`src/rtl/stack_guard.sv`:
```
// Guard between a core and its register stack: tracks depth, flags overflow
// and underflow, and can unwind the stack down to a target depth on request.
module stack_guard #(
  parameter int DEPTH = 16,
  parameter int WIDTH = 16,
  parameter int DW    = 5
) (
  input  logic             clk,
  input  logic             resetq,
  input  logic             core_we,
  input  logic [1:0]       core_delta,
  input  logic [WIDTH-1:0] core_wd,
  output logic             core_stall,
  output logic             stk_we,
  output logic [1:0]       stk_delta,
  output logic [WIDTH-1:0] stk_wd,
  input  logic             unwind_req,
  input  logic [DW-1:0]    unwind_target,
  output logic             unwind_busy,
  output logic             unwind_done,
  output logic [DW-1:0]    depth,
  output logic [DW-1:0]    hiwater,
  output logic             ovf,
  output logic             unf,
  input  logic             err_clr,
  output logic             irq
);

  typedef enum logic [1:0] {IDLE = 2'b00, UNWIND = 2'b01, DONE = 2'b10} state_t;

  localparam logic [DW-1:0] DEPTH_C = DW'(DEPTH);
  localparam logic [DW-1:0] ONE_C   = DW'(1);
  localparam logic [DW-1:0] ZERO_C  = DW'(0);

  state_t          state_r, state_nx_s;
  logic [DW-1:0]   depth_r, hiwater_r, target_r;
  logic [DW-1:0]   depth_nx_s, hiwater_nx_s;
  logic            ovf_r, unf_r, irq_r, busy_r, done_r;
  logic            ovf_nx_s, unf_nx_s, ovf_set_s, unf_set_s;
  logic            accept_s, fwd_s, unwind_pop_s;
  logic [1:0]      fwd_delta_s;

  // Decode which path owns the stack port this cycle.
  always_comb begin
    accept_s     = 1'b0;
    fwd_s        = 1'b0;
    unwind_pop_s = 1'b0;
    case (state_r)
      IDLE: begin
        accept_s = unwind_req;
        fwd_s    = ~unwind_req;
      end
      UNWIND: unwind_pop_s = 1'b1;
      DONE:   fwd_s        = 1'b1;
      default: fwd_s       = 1'b0;
    endcase
  end

  // Zero-latency forwarding to the stack; everything is quiet while in reset.
  always_comb begin
    if (core_delta == 2'b10) begin
      fwd_delta_s = 2'b00;
    end else begin
      fwd_delta_s = core_delta;
    end
    if (!resetq) begin
      stk_we     = 1'b0;
      stk_delta  = 2'b00;
      core_stall = 1'b0;
    end else begin
      stk_we     = fwd_s & core_we;
      core_stall = accept_s | unwind_pop_s;
      if (unwind_pop_s) begin
        stk_delta = 2'b11;
      end else if (fwd_s) begin
        stk_delta = fwd_delta_s;
      end else begin
        stk_delta = 2'b00;
      end
    end
  end

  assign stk_wd = core_wd;

  // Next depth, flag events and sticky flag / high-water bookkeeping.
  always_comb begin
    depth_nx_s = depth_r;
    ovf_set_s  = 1'b0;
    unf_set_s  = 1'b0;
    if (unwind_pop_s) begin
      if (depth_r != ZERO_C) begin
        depth_nx_s = depth_r - ONE_C;
      end else begin
        depth_nx_s = depth_r;
      end
    end else if (fwd_s && fwd_delta_s == 2'b01) begin
      if (depth_r < DEPTH_C) begin
        depth_nx_s = depth_r + ONE_C;
      end else begin
        ovf_set_s = 1'b1;
      end
    end else if (fwd_s && fwd_delta_s == 2'b11) begin
      if (depth_r != ZERO_C) begin
        depth_nx_s = depth_r - ONE_C;
      end else begin
        unf_set_s = 1'b1;
      end
    end else begin
      depth_nx_s = depth_r;
    end
    // A flag event in the same cycle as err_clr wins over the clear.
    ovf_nx_s = ovf_set_s | (ovf_r & ~err_clr);
    unf_nx_s = unf_set_s | (unf_r & ~err_clr);
    if (err_clr) begin
      hiwater_nx_s = depth_nx_s;
    end else if (depth_nx_s > hiwater_r) begin
      hiwater_nx_s = depth_nx_s;
    end else begin
      hiwater_nx_s = hiwater_r;
    end
  end

  // Unwind sequencing.
  always_comb begin
    state_nx_s = IDLE;
    case (state_r)
      IDLE: begin
        if (unwind_req && (unwind_target < depth_r)) begin
          state_nx_s = UNWIND;
        end else if (unwind_req) begin
          state_nx_s = DONE;
        end else begin
          state_nx_s = IDLE;
        end
      end
      UNWIND: begin
        if (depth_nx_s <= target_r) begin
          state_nx_s = DONE;
        end else begin
          state_nx_s = UNWIND;
        end
      end
      DONE:    state_nx_s = IDLE;
      default: state_nx_s = IDLE;
    endcase
  end

  // State and registered status outputs.
  always_ff @(posedge clk or negedge resetq) begin
    if (!resetq) begin
      state_r   <= IDLE;
      depth_r   <= ZERO_C;
      hiwater_r <= ZERO_C;
      target_r  <= ZERO_C;
      ovf_r     <= 1'b0;
      unf_r     <= 1'b0;
      irq_r     <= 1'b0;
      busy_r    <= 1'b0;
      done_r    <= 1'b0;
    end else begin
      state_r   <= state_nx_s;
      depth_r   <= depth_nx_s;
      hiwater_r <= hiwater_nx_s;
      target_r  <= accept_s ? unwind_target : target_r;
      ovf_r     <= ovf_nx_s;
      unf_r     <= unf_nx_s;
      irq_r     <= ovf_nx_s | unf_nx_s;
      busy_r    <= (state_nx_s == UNWIND);
      done_r    <= (state_nx_s == DONE);
    end
  end

  assign depth       = depth_r;
  assign hiwater     = hiwater_r;
  assign ovf         = ovf_r;
  assign unf         = unf_r;
  assign irq         = irq_r;
  assign unwind_busy = busy_r;
  assign unwind_done = done_r;

endmodule

```
`config.mk`:
```
export PLATFORM = sky130hd
export DESIGN_NAME = stack_guard
export DESIGN_NICKNAME = d
export VERILOG_FILES = /design/src/rtl/stack_guard.sv
export SDC_FILE = /design/constraint.sdc
export NUM_CORES = 1
export LEC_CHECK = 0
export ABC_AREA = 1
export CORE_MARGIN = 2
export CORE_UTILIZATION = 23
export CTS_BUF_LIST = sky130_fd_sc_hd__clkbuf_4 sky130_fd_sc_hd__clkbuf_8
export DETAILED_ROUTE_END_ITERATION = 10
export GPL_ROUTABILITY_DRIVEN = 1
export PLACE_DENSITY = 0.54
export SYNTH_ARGS = -nofsm -noshare
export SYNTH_HDL_FRONTEND = slang
export SYNTH_SLANG_ARGS = --single-unit
export TNS_END_PERCENT = 10
```
`constraint.sdc`:
```
create_clock -name clk -period 3.4 [get_ports clk]
set_clock_uncertainty 0.2 [all_clocks]
set_input_delay 0.34 -clock clk [delete_from_list [all_inputs] [get_ports clk]]
set_output_delay 0.34 -clock clk [all_outputs]
set_load 0.03 [all_outputs]
```
# Word level (Yosys, flattened, before mapping)
# Index checks and enable logic that the tools add are counted.
# totals
ff_bits	22
latchBits	0
ramBits	0
romBits	0
inputBits	28
out_inout_bits	35
elab_cells	64
memories	0
# classes
add_sub_neg	2
mul	0
div	0
n_lt_le_gt_ge	4
n_eq_ne	7
n_shift	0
muxes	27
bitwise_logic	9
n_reduce_logical	6
# ops
op	count
2-to-1 mux 5 bit	7
2-to-1 mux 2 bit	7
2-to-1 mux 1 bit	11
equality test 2 bit (second input constant)	4
equality test 2 x 1 -> 1 bit (second input constant)	3
adder 5 x 1 -> 5 bit (second input constant)	1
greater-than comparator 5 bit	1
less-or-equal comparator 5 bit	1
< comparator 5 bit	1
< comparator 5 bit (second input constant)	1
nonzero test 5 bit	1
subtractor 5 x 1 -> 5 bit (second input constant)	1
OR 1 bit	4
case mux 2 bit (2 select lines)	1
AND 1 bit	3
logical AND 1 bit	3
logical NOT 2 bit	1
inverter 1 bit	2
case mux 1 bit (2 select lines)	1
nonzero test 2 bit	1

# Depth between registers and ports, before layout
# Gate-level depths: netlist (run 1).
# depth
word_depth	11
depth_mapped	18
depth_no_buf	18

# Worst setup path before layout (run 1)
# Ideal clock, no wire load.
# synth_path
path_type	flip-flop to flip-flop
from	reg depth_r[0], in the netlist depth[0]
to	reg hiwater_r[0], in the netlist hiwater[0]
setup_ns	0.065
arrival_time_ns	2.475
required_ns	3.135
slack_ns	0.659
path_stages_with_launch	17
path_buffers	0
synth_period_minus_slack_ns	2.741
cell_sequence	dfrtp_1 -> inv_1 -> ha_1 -> nand3_4 -> nand2_1 -> o21ai_0 -> and2_1 -> ha_1 -> nand2_1 -> inv_1 -> nand2_1 -> nand2_1 -> o21ai_0 -> nand2_1 -> inv_1 -> nand2_1 -> nand2_1
# synth_via
elab_chain_len	7
elab_cells_between_ends	13
classes_between	add/sub (2); order compare (2); mux (7); reduce/logical (2)
# synth_rtl
item	line	text
start, declared	36	logic [DW-1:0] depth_r, hiwater_r, target_r;
start signal, assigned	162	depth_r <= depth_nx_s;
subtractor 5 x 1 -> 5 bit / nonzero test 5 bit (equally long branches)	n/a	
2-to-1 mux 5 bit	91, 103	
2-to-1 mux 5 bit	102	end else if (fwd_s && fwd_delta_s == 2'b11) begin
2-to-1 mux 5 bit	96	end else if (fwd_s && fwd_delta_s == 2'b01) begin
2-to-1 mux 5 bit (*)	90	if (unwind_pop_s) begin
via depth_nx_s[3]	37	logic [DW-1:0] depth_nx_s, hiwater_nx_s;
greater-than comparator 5 bit (*)	116	end else if (depth_nx_s > hiwater_r) begin
nonzero test 2 bit (no source line) (*)	n/a	
end signal, assigned	163	hiwater_r <= hiwater_nx_s;
end, declared	36	
# The timed path passes the listed nets; every way through them passes the cells marked *. The select of a mux whose other input is x is not followed.
# A chain may end at the register's enable or synchronous reset.

# Final worst setup path (run 1)
# layout_path
from	reg depth_r[0], in the netlist depth[0]
to	reg hiwater_r[2], in the netlist hiwater[2]
# Same word-level chain as after synthesis.

==> results of run 1 <==
power breakdown:
part	internal, W	total, W	switching (W)
clock network	0.000157	0.000246	0.0000884
registers	0.000378	0.000474	0.0000964
logic	0.000466	0.00127	0.000802
total	0.00100	0.00199	0.000987
registers in the layout (all words and copies together), names as in the netlist:
| name | count |
|---|---|
| state_r | 2 |
| depth | 5 |
| hiwater | 5 |
| target_r | 5 |
| unf | 1 |
| ovf | 1 |
| unwind_busy | 1 |
| unwind_done | 1 |
| irq | 1 |
area by class of cell:
cell class	instances	area, um2	area share (%)
Multi-Input combinational cell	142	807	40.8
Sequential cell	22	551	27.8
Timing Repair Buffer	31	308	15.5
Inverter	32	123	6.19
Tap cell	96	120	6.07
Clock buffer	3	41.3	2.09
Clock inverter	1	30.0	1.52
how the worst min path moves through the flow:
stage	start	endpoint	slack [ps]	cells past startpoint
2_1_floorplan	resetq	depth[0]	-160	0
6_report	resetq	ovf	200	1
3_5_place_dp	target_r[0]	target_r[0]	290	2
3_3_place_gp	target_r[0]	target_r[0]	310	2
4_1_cts	resetq	ovf	210	1
5_1_grt	resetq	ovf	230	1
routing by layer:
| layer | vias to the layer above | part of all wire, % | track usage, % |
|---|---|---|---|
| met3 | 9 | 5.9 | 2.64 |
| met2 | 36 | 45 | 17.3 |
| met1 | 594 | 48 | 13.8 |
| li1 | 711 | - | - |
| met5 | - | 0 | 0 |
| met4 | 0 | 1.8 | 4.34 |
worst max-delay path, cell delays in order (launching register included):
cell,delay [ps]
sky130_fd_sc_hd__dfrtp_1,420
sky130_fd_sc_hd__inv_1,150
sky130_fd_sc_hd__ha_1,290
sky130_fd_sc_hd__nand3_4,140
sky130_fd_sc_hd__nand2_1,90
sky130_fd_sc_hd__o21ai_0,270
sky130_fd_sc_hd__and2_1,220
sky130_fd_sc_hd__ha_1,240
sky130_fd_sc_hd__nand2_1,80
sky130_fd_sc_hd__inv_1,50
sky130_fd_sc_hd__nand2_1,60
sky130_fd_sc_hd__nand2_1,50
sky130_fd_sc_hd__o21ai_0,140
sky130_fd_sc_hd__nand2_1,180
sky130_fd_sc_hd__inv_1,150
sky130_fd_sc_hd__nand2_1,60
sky130_fd_sc_hd__nand2_1,60
logic make-up (layout without fill, tap and decap cells):
kind of cell | after synthesis | after routing | synth area share, %
AOI/OAI and AO/OA | 28 | 28 | 10.1
buffers and inverters | 50 | 67 | 16.0
xor gates and xnor gates | 1 | 1 | 0.542
and+or+nand+nor | 97 | 97 | 26.9
adders and majority gates | 16 | 16 | 12.4
DFF | 22 | 22 | 34.1
cells in the final DEF, fill, tap and decap left out, types with 2 or more instances in the layout:
master,synthesis,routed
sky130_fd_sc_hd__dfrtp_1,22,22
sky130_fd_sc_hd__clkbuf_8,0,3
sky130_fd_sc_hd__a21oi_1,7,7
sky130_fd_sc_hd__nor2_1,7,7
sky130_fd_sc_hd__inv_2,3,3
sky130_fd_sc_hd__nand2_2,2,2
sky130_fd_sc_hd__ha_1,16,16
sky130_fd_sc_hd__inv_1,28,28
sky130_fd_sc_hd__clkdlybuf4s50_1,0,30
sky130_fd_sc_hd__nand3_1,12,12
sky130_fd_sc_hd__nand2_1,63,63
sky130_fd_sc_hd__nand4_1,6,6
sky130_fd_sc_hd__o21ai_0,15,15
metrics by stage:
stage	cell area, um2	power (W)
floorplan	1620	0.00140
global placement	1910	0.00175
detailed placement	1910	0.00175
CTS	1980	0.00201
global route	1980	0.00221
finish	1980	0.00199
==> results.md, run 1 <==
- The TritonCTS buffer count is 3.
- The instance count of the mapped netlist is ~210.
- Setup repair after global routing left no endpoint under its margin.
- The chip height is ~88 um.
- 0 antenna diodes ended up in the layout.
- The setup-violating endpoint count in the final report is 0.
- The share of flip-flops with an asynchronous set or reset after synthesis is between 90% and 100%.
- The first global-routing pass estimated 6.31 mm of wire.
- The maximum clock insertion buffer count is 2.
- For this run, the number of standard cells in the final layout without fillers is around 330.
- The total count of hold-check failures in the final report was 0.
- The largest area contributor in the synthesized netlist is sky130_fd_sc_hd__dfrtp_1.
- A synthesized cell averages approximately 7.6 um2.
- The arrival time reported for the critical path endpoint is a little under 3000 ps.
- Summed over all cells, the static leakage comes to ~1.0 nW.
- The setup slack after placement is approximately 430 ps.
- Summed over all nets, the half-perimeter wirelength after detailed placement is ~3.1 mm.
- The core region is around 6800 um2.
- After filler insertion, the fill cell instance count of the layout stands at roughly 740.
- The final estimated routing congestion in global placement is slightly below 0.9.
- The maximum fanout along the worst path is 7.
- The tightest hold path in the finished design has a slack of around 200 ps.
- The maximum number of pins on one net before global-route repair is 16.
- The critical path launch point is depth[0].
- The count of hold-fix buffers inserted at cts is 0.
- The number of enable flip-flop cells after synthesis is 0.
- Across the VDD grid, the largest voltage drop is about 0.27 mV.
- The endpoint identified for the worst register-to-register timing path is hiwater[2].
- Power spread over the standard cell area amounts to between 1000 and 1500 nW/um2.
- Sequential elements use around 34% of the synthesized area.
- The final routed wire length divided by cell count is approximately 12 um.
- The post-CTS resize count is 0.
- STA classifies the critical path startpoint as a flip-flop.
- The share of the core filled with cells in the final layout is between 20% and 30%.
- Once the floorplan was initialized, standard cells occupied 23.8% of the core.
- The share of post-route cells with drive strength above 1 is 7.79%.
- At the later pin of the worst-skew pair, clock insertion delay measures around 260 ps.
- The final period demand of the worst path is around 2900 ps.
- Derived from the worst setup path, the maximum achievable clock frequency is around 340 MHz.
- The synthesized design devotes to its leading area cell type 34.1% of total area.
- The CTS tree is yes.
- The flow ran to the end, and the final reports show no timing, DRC or antenna violations.
- The final layout contains about 280 nets.
- The cell area that synthesis handed to floorplanning was 1620 um2.
- Including well taps, the total number of placed cells is between 300 and 400.
- The count of port buffers added during placement is 30.
- The worst-case reg-to-reg path depth is 16.
- The root buffer cell chosen for the clock tree is sky130_fd_sc_hd__clkbuf_8.
- For flop-to-flop paths, the worst setup slack is between 400 and 500 ps.
- By area the synthesized netlist is led by sky130_fd_sc_hd__dfrtp_1 34%, sky130_fd_sc_hd__nand2_1 15%, sky130_fd_sc_hd__ha_1 12%, sky130_fd_sc_hd__buf_4 7.4%, sky130_fd_sc_hd__inv_1 6.5%.
- The number of vias per cell after detailed routing is between 4 and 5.
- The worst setup path is of the reg -> reg kind.
- In this run the number of H-tree levels came out at 1.
- The total nets after synthesis is 258.
- The smallest setup slack after layout is 485 ps.
- Buffers added to address setup during post-CTS repair amount to 0.
- The flop and latch count out of synthesis is 22.
- The die covers between 7000 and 8000 um2.
- The kind of end point of the critical path is a flip-flop.
- The number of antenna violations at the first check in global routing is 0.
- Before antenna repair, the detailed router went through 4 iterations.
- The number of placed I/O pins is 63.
- The total via count in the routed design is 1350.
- In the synthesized netlist the dominant register cell turns out to be sky130_fd_sc_hd__dfrtp_1.
- The total overflow left after global routing is 0.
- The sum of routed wire length over all layers is 3.81 mm.
- The startpoint of the lowest-slack register-to-register path is depth[0].
- By count the netlist is led by 63 x sky130_fd_sc_hd__nand2_1, 28 x sky130_fd_sc_hd__inv_1, 22 x sky130_fd_sc_hd__dfrtp_1.
- In this run the worst hold path is classified as in -> async.
- The number of max-slew violations in the final report is 0.
- The number of synthesis warnings is 0.
- The most used standard cell by instance count after synthesis is sky130_fd_sc_hd__nand2_1.
- The die span in x is a little under 90 um.
- The slew of the pin with the lowest slew margin is between 600 and 700 ps.
- The final setup TNS is 0 ps.
- Headroom to the max-slew limit came out at 57.7%.
- The number of global-route vias before repair is between 1000 and 1500.
- The detailed-route DRC error count is 0.
- The post-synthesis cell type count is 29.
- Clock tree synthesis found a total of 22 sinks.
- The count of max-cap constraint violations is 0.
- The layout-stage area growth over the synthesis result is 22.4%.
- The global routing usage summed across all routing layers is between 10% and 20%.
- The clock transition at the registers of the reported paths is ~80 ps.
- The detailed router finished its first iteration with 65 violations.
- The critical path data required time is about 3400 ps.
- The count of nets left with antenna violations once routing finished came out at 0.
- In this run the worst setup path terminates at hiwater[2].
- Row generation in the floorplan step produced 30 rows.
- Of the available clock period, the critical path in the final layout requires 85.7%.
(Power assumes the default switching activity.)
==> inputs of run 2 (changes only) <==
Settings changed: HOLD_SLACK_MARGIN set to 0.02.
==> results of run 2 <==
The final DEF is identical to that of run 1; final timing and power are the same.
==> inputs of run 3 (changes only) <==
Settings changed: RECOVER_POWER set to 50.
==> run 3 against run 2 <==
Effect of this change:
- register-to-register slack about the same
- die area unchanged
- first-iteration DRC count up 6.2%
- final cell count unchanged
- sequential power about the same
- worst setup slack better by 4.4 ps
- worst hold slack better by 65 ps
- critical endpoint unchanged
- combinational power about the same
- design area down 0.32%
- sequential share of layout area up 0.088 points
- critical path depth unchanged
==> results.md, run 3 (synthesized netlist as in run 1, its figures left out) <==
- The flow ran to the end, and the final reports show no timing, DRC or antenna violations.
- The share of the core filled with cells in the final layout is roughly 29%.
- The path type of the worst min-delay path is in -> async.
- The starting DRC count in detailed routing is 69.
- In the layout the commonest cells are 64 x sky130_fd_sc_hd__nand2_1, 29 x sky130_fd_sc_hd__clkdlybuf4s50_1, 28 x sky130_fd_sc_hd__inv_1.
- The tool flagged a number of max-cap violations equal to 0.
- The count of antenna-violating nets left after detailed routing is 0.
- The layout-stage area growth over the synthesis result is 22.1%.
- The pre-antenna-repair detailed-routing pass consisted of 4 iterations.
- The number of clock sinks is 22.
- After filler insertion, the fill cell instance count of the layout stands at 745.
- The share of post-route cells with drive strength above 1 is ~6.9%.
- The number of setup buffers added after CTS is 0.
- TritonCTS created 3 clock buffers.
- The final worst-path cycle share is 85.6%.
- For this configuration, the core starts out at a cell density of 23.8%.
- The setup slack after placement is about 430 ps.
- The first-pass GRT wire length is 6.31 mm.
- In the final timing run, aggregate negative setup slack is 0 ps.
- The arrival time reported for the critical path endpoint is around 2900 ps.
- Buffers inserted to repair hold after CTS numbered 0.
- The maximum number of pins on one net before global-route repair is 16.
- At the worst endpoint, the required time is 3410 ps.
- The core region area is 6790 um2.
- From left edge to right edge, the die measures 87.8 um.
- Routed signal wires occupy layers up through met4.
- The total via count in the routed design is approximately 1400.
- The maximum fanout along the worst path is 7.
- The routed design has ~3.8 mm of wire.
- The HPWL after detailed placement is between 3 and 4 mm.
- The worst path needs ~2900 ps of the cycle, external delays included.
- The clock reaches the later pin of the worst-skew pair after about 260 ps.
- The count of H-tree levels built during CTS is 1.
- Setup repair after global routing left no endpoint under its margin.
- The post-route cell area is just under 2000 um2.
- The total count of hold-check failures in the final report is 0.
- The most common cell after layout, fill and taps aside is sky130_fd_sc_hd__nand2_1.
- The final routed wire length divided by cell count is between 10 and 15 um.
- For the pin with the worst max-slew slack, the measured transition is about 830 ps.
- The clock transition at the registers of the reported paths is 80 ps.
- No sink is reached through more buffers than the 2 on the longest clock path.
- The kind of end point of the critical path is a flip-flop.
- Post-CTS repair changed the size of 0 cells.
- The worst pin sits at a relative slew slack of between 40% and 50%.
- In the post-route analysis, the smallest setup slack over all paths is between 400 and 500 ps.
- The final estimated routing congestion in global placement is between 0.8 and 0.9.
- Port buffering added 30 buffers.
- In the final design database the tool counted between 200 and 300 nets.
- Static timing analysis puts the maximum clock frequency at approximately 340 MHz.
- The leakage power figure is between 1 and 1.5 nW.
- Wire segments on met3 add up to 238 um in the final route.
- The total congestion overflow is 0.
- The placed instances occupy a cell area of around 1900 um2.
- Pin placement for this block handled 63 I/O pins.
- On the final layout, the worst hold slack is around 260 ps.
- The number of global-route vias before repair is ~1400.
- TritonCTS built the clock tree.
- The routed length on met1 is 1.78 mm.
- The number of max-slew violations in the final report is 0.
- After detailed routing, the number of remaining DRC violations is 0.
- In this run the power density over the cells is 1000 nW/um2.
- The kind of critical path is reg -> reg.
- The floorplan step defined a die boundary enclosing approximately 7700 um2.
- The initialized floorplan defines 30 standard-cell rows.
- The number of antenna violations at the first check in global routing is 0.
- The global routing usage summed across all routing layers is 10.8%.
- CTS placed an instance of sky130_fd_sc_hd__clkbuf_8 at the clock tree root.
- The worst supply voltage drop on vdd is 0.265 mV.
- Setup violations remaining at the end of the flow were counted as 0.
- The startpoint type of the worst setup path is a flip-flop.
- The chip height is approximately 88 um.
- The number of antenna diodes in the final layout is 0.
- The length of routed met2 wiring is 1.70 mm.
- Dividing the detail-routed via count by the number of cells gives 4.17.
## run 3: changes by cell type in the layout (fill, tap and decap cells not counted), sizes merged
cell,change
buf,-1
clkdlybuf4s50,-1
dlygate4sd3,+1
clkbuf,+1
## run 3: worst paths after layout
check                           slack, ps         from  cells after the start     endpoint
max in group asynchronous            1650       resetq                      2   hiwater[2]
worst min-delay path                  260       resetq                      1          ovf
worst max-delay path                  490     depth[0]                     16   hiwater[2]
worst min register to register        320  target_r[0]                      2  target_r[0]
worst max register to register        490     depth[0]                     16   hiwater[2]
min in group clk                      320  target_r[0]                      2  target_r[0]
## run 3: layout make-up
class	instances	area (um2)	share of cell area, %
multi-input cells	142	805	40.8
repair buffers	31	304	15.4
clock inverters	1	30.0	1.52
clock buffers	3	41.3	2.09
inverters	32	123	6.21
flip-flops and latches	22	551	27.9
well taps	96	120	6.09
## run 3: routing by layer
metal / global-route usage, % / vias to the layer above
met4: 4.34 / 0
li1: - / 712
met1: 13.8 / 602
met5: 0 / -
met2: 17.3 / 39
met3: 2.64 / 9
## run 3: power by group
part	total, W	switching (W)	internal (W)
combinational	0.00126	0.000797	0.000464
clock	0.000246	0.0000887	0.000157
sequential	0.000474	0.0000961	0.000378
## run 3: critical path: stages (launching register included)
cell and delay, ps:
sky130_fd_sc_hd__dfrtp_1 420, sky130_fd_sc_hd__inv_1 150, sky130_fd_sc_hd__ha_1 290, sky130_fd_sc_hd__nand3_4 140, sky130_fd_sc_hd__nand2_1 80, sky130_fd_sc_hd__o21ai_0 270
sky130_fd_sc_hd__and2_1 220, sky130_fd_sc_hd__ha_1 240, sky130_fd_sc_hd__nand2_1 80, sky130_fd_sc_hd__inv_1 50, sky130_fd_sc_hd__nand2_1 60, sky130_fd_sc_hd__nand2_1 50
sky130_fd_sc_hd__o21ai_0 140, sky130_fd_sc_hd__nand2_1 180, sky130_fd_sc_hd__inv_1 150, sky130_fd_sc_hd__nand2_1 60, sky130_fd_sc_hd__nand2_1 60
## run 3: through the flow
| step | total power (W) | std cells |
|---|---|---|
| floorplan | 0.00140 | 214 |
| global placement | 0.00175 | 323 |
| detailed placement | 0.00175 | 323 |
| finish | 0.00198 | 327 |
| global route | 0.00220 | 327 |
| CTS | 0.00201 | 327 |
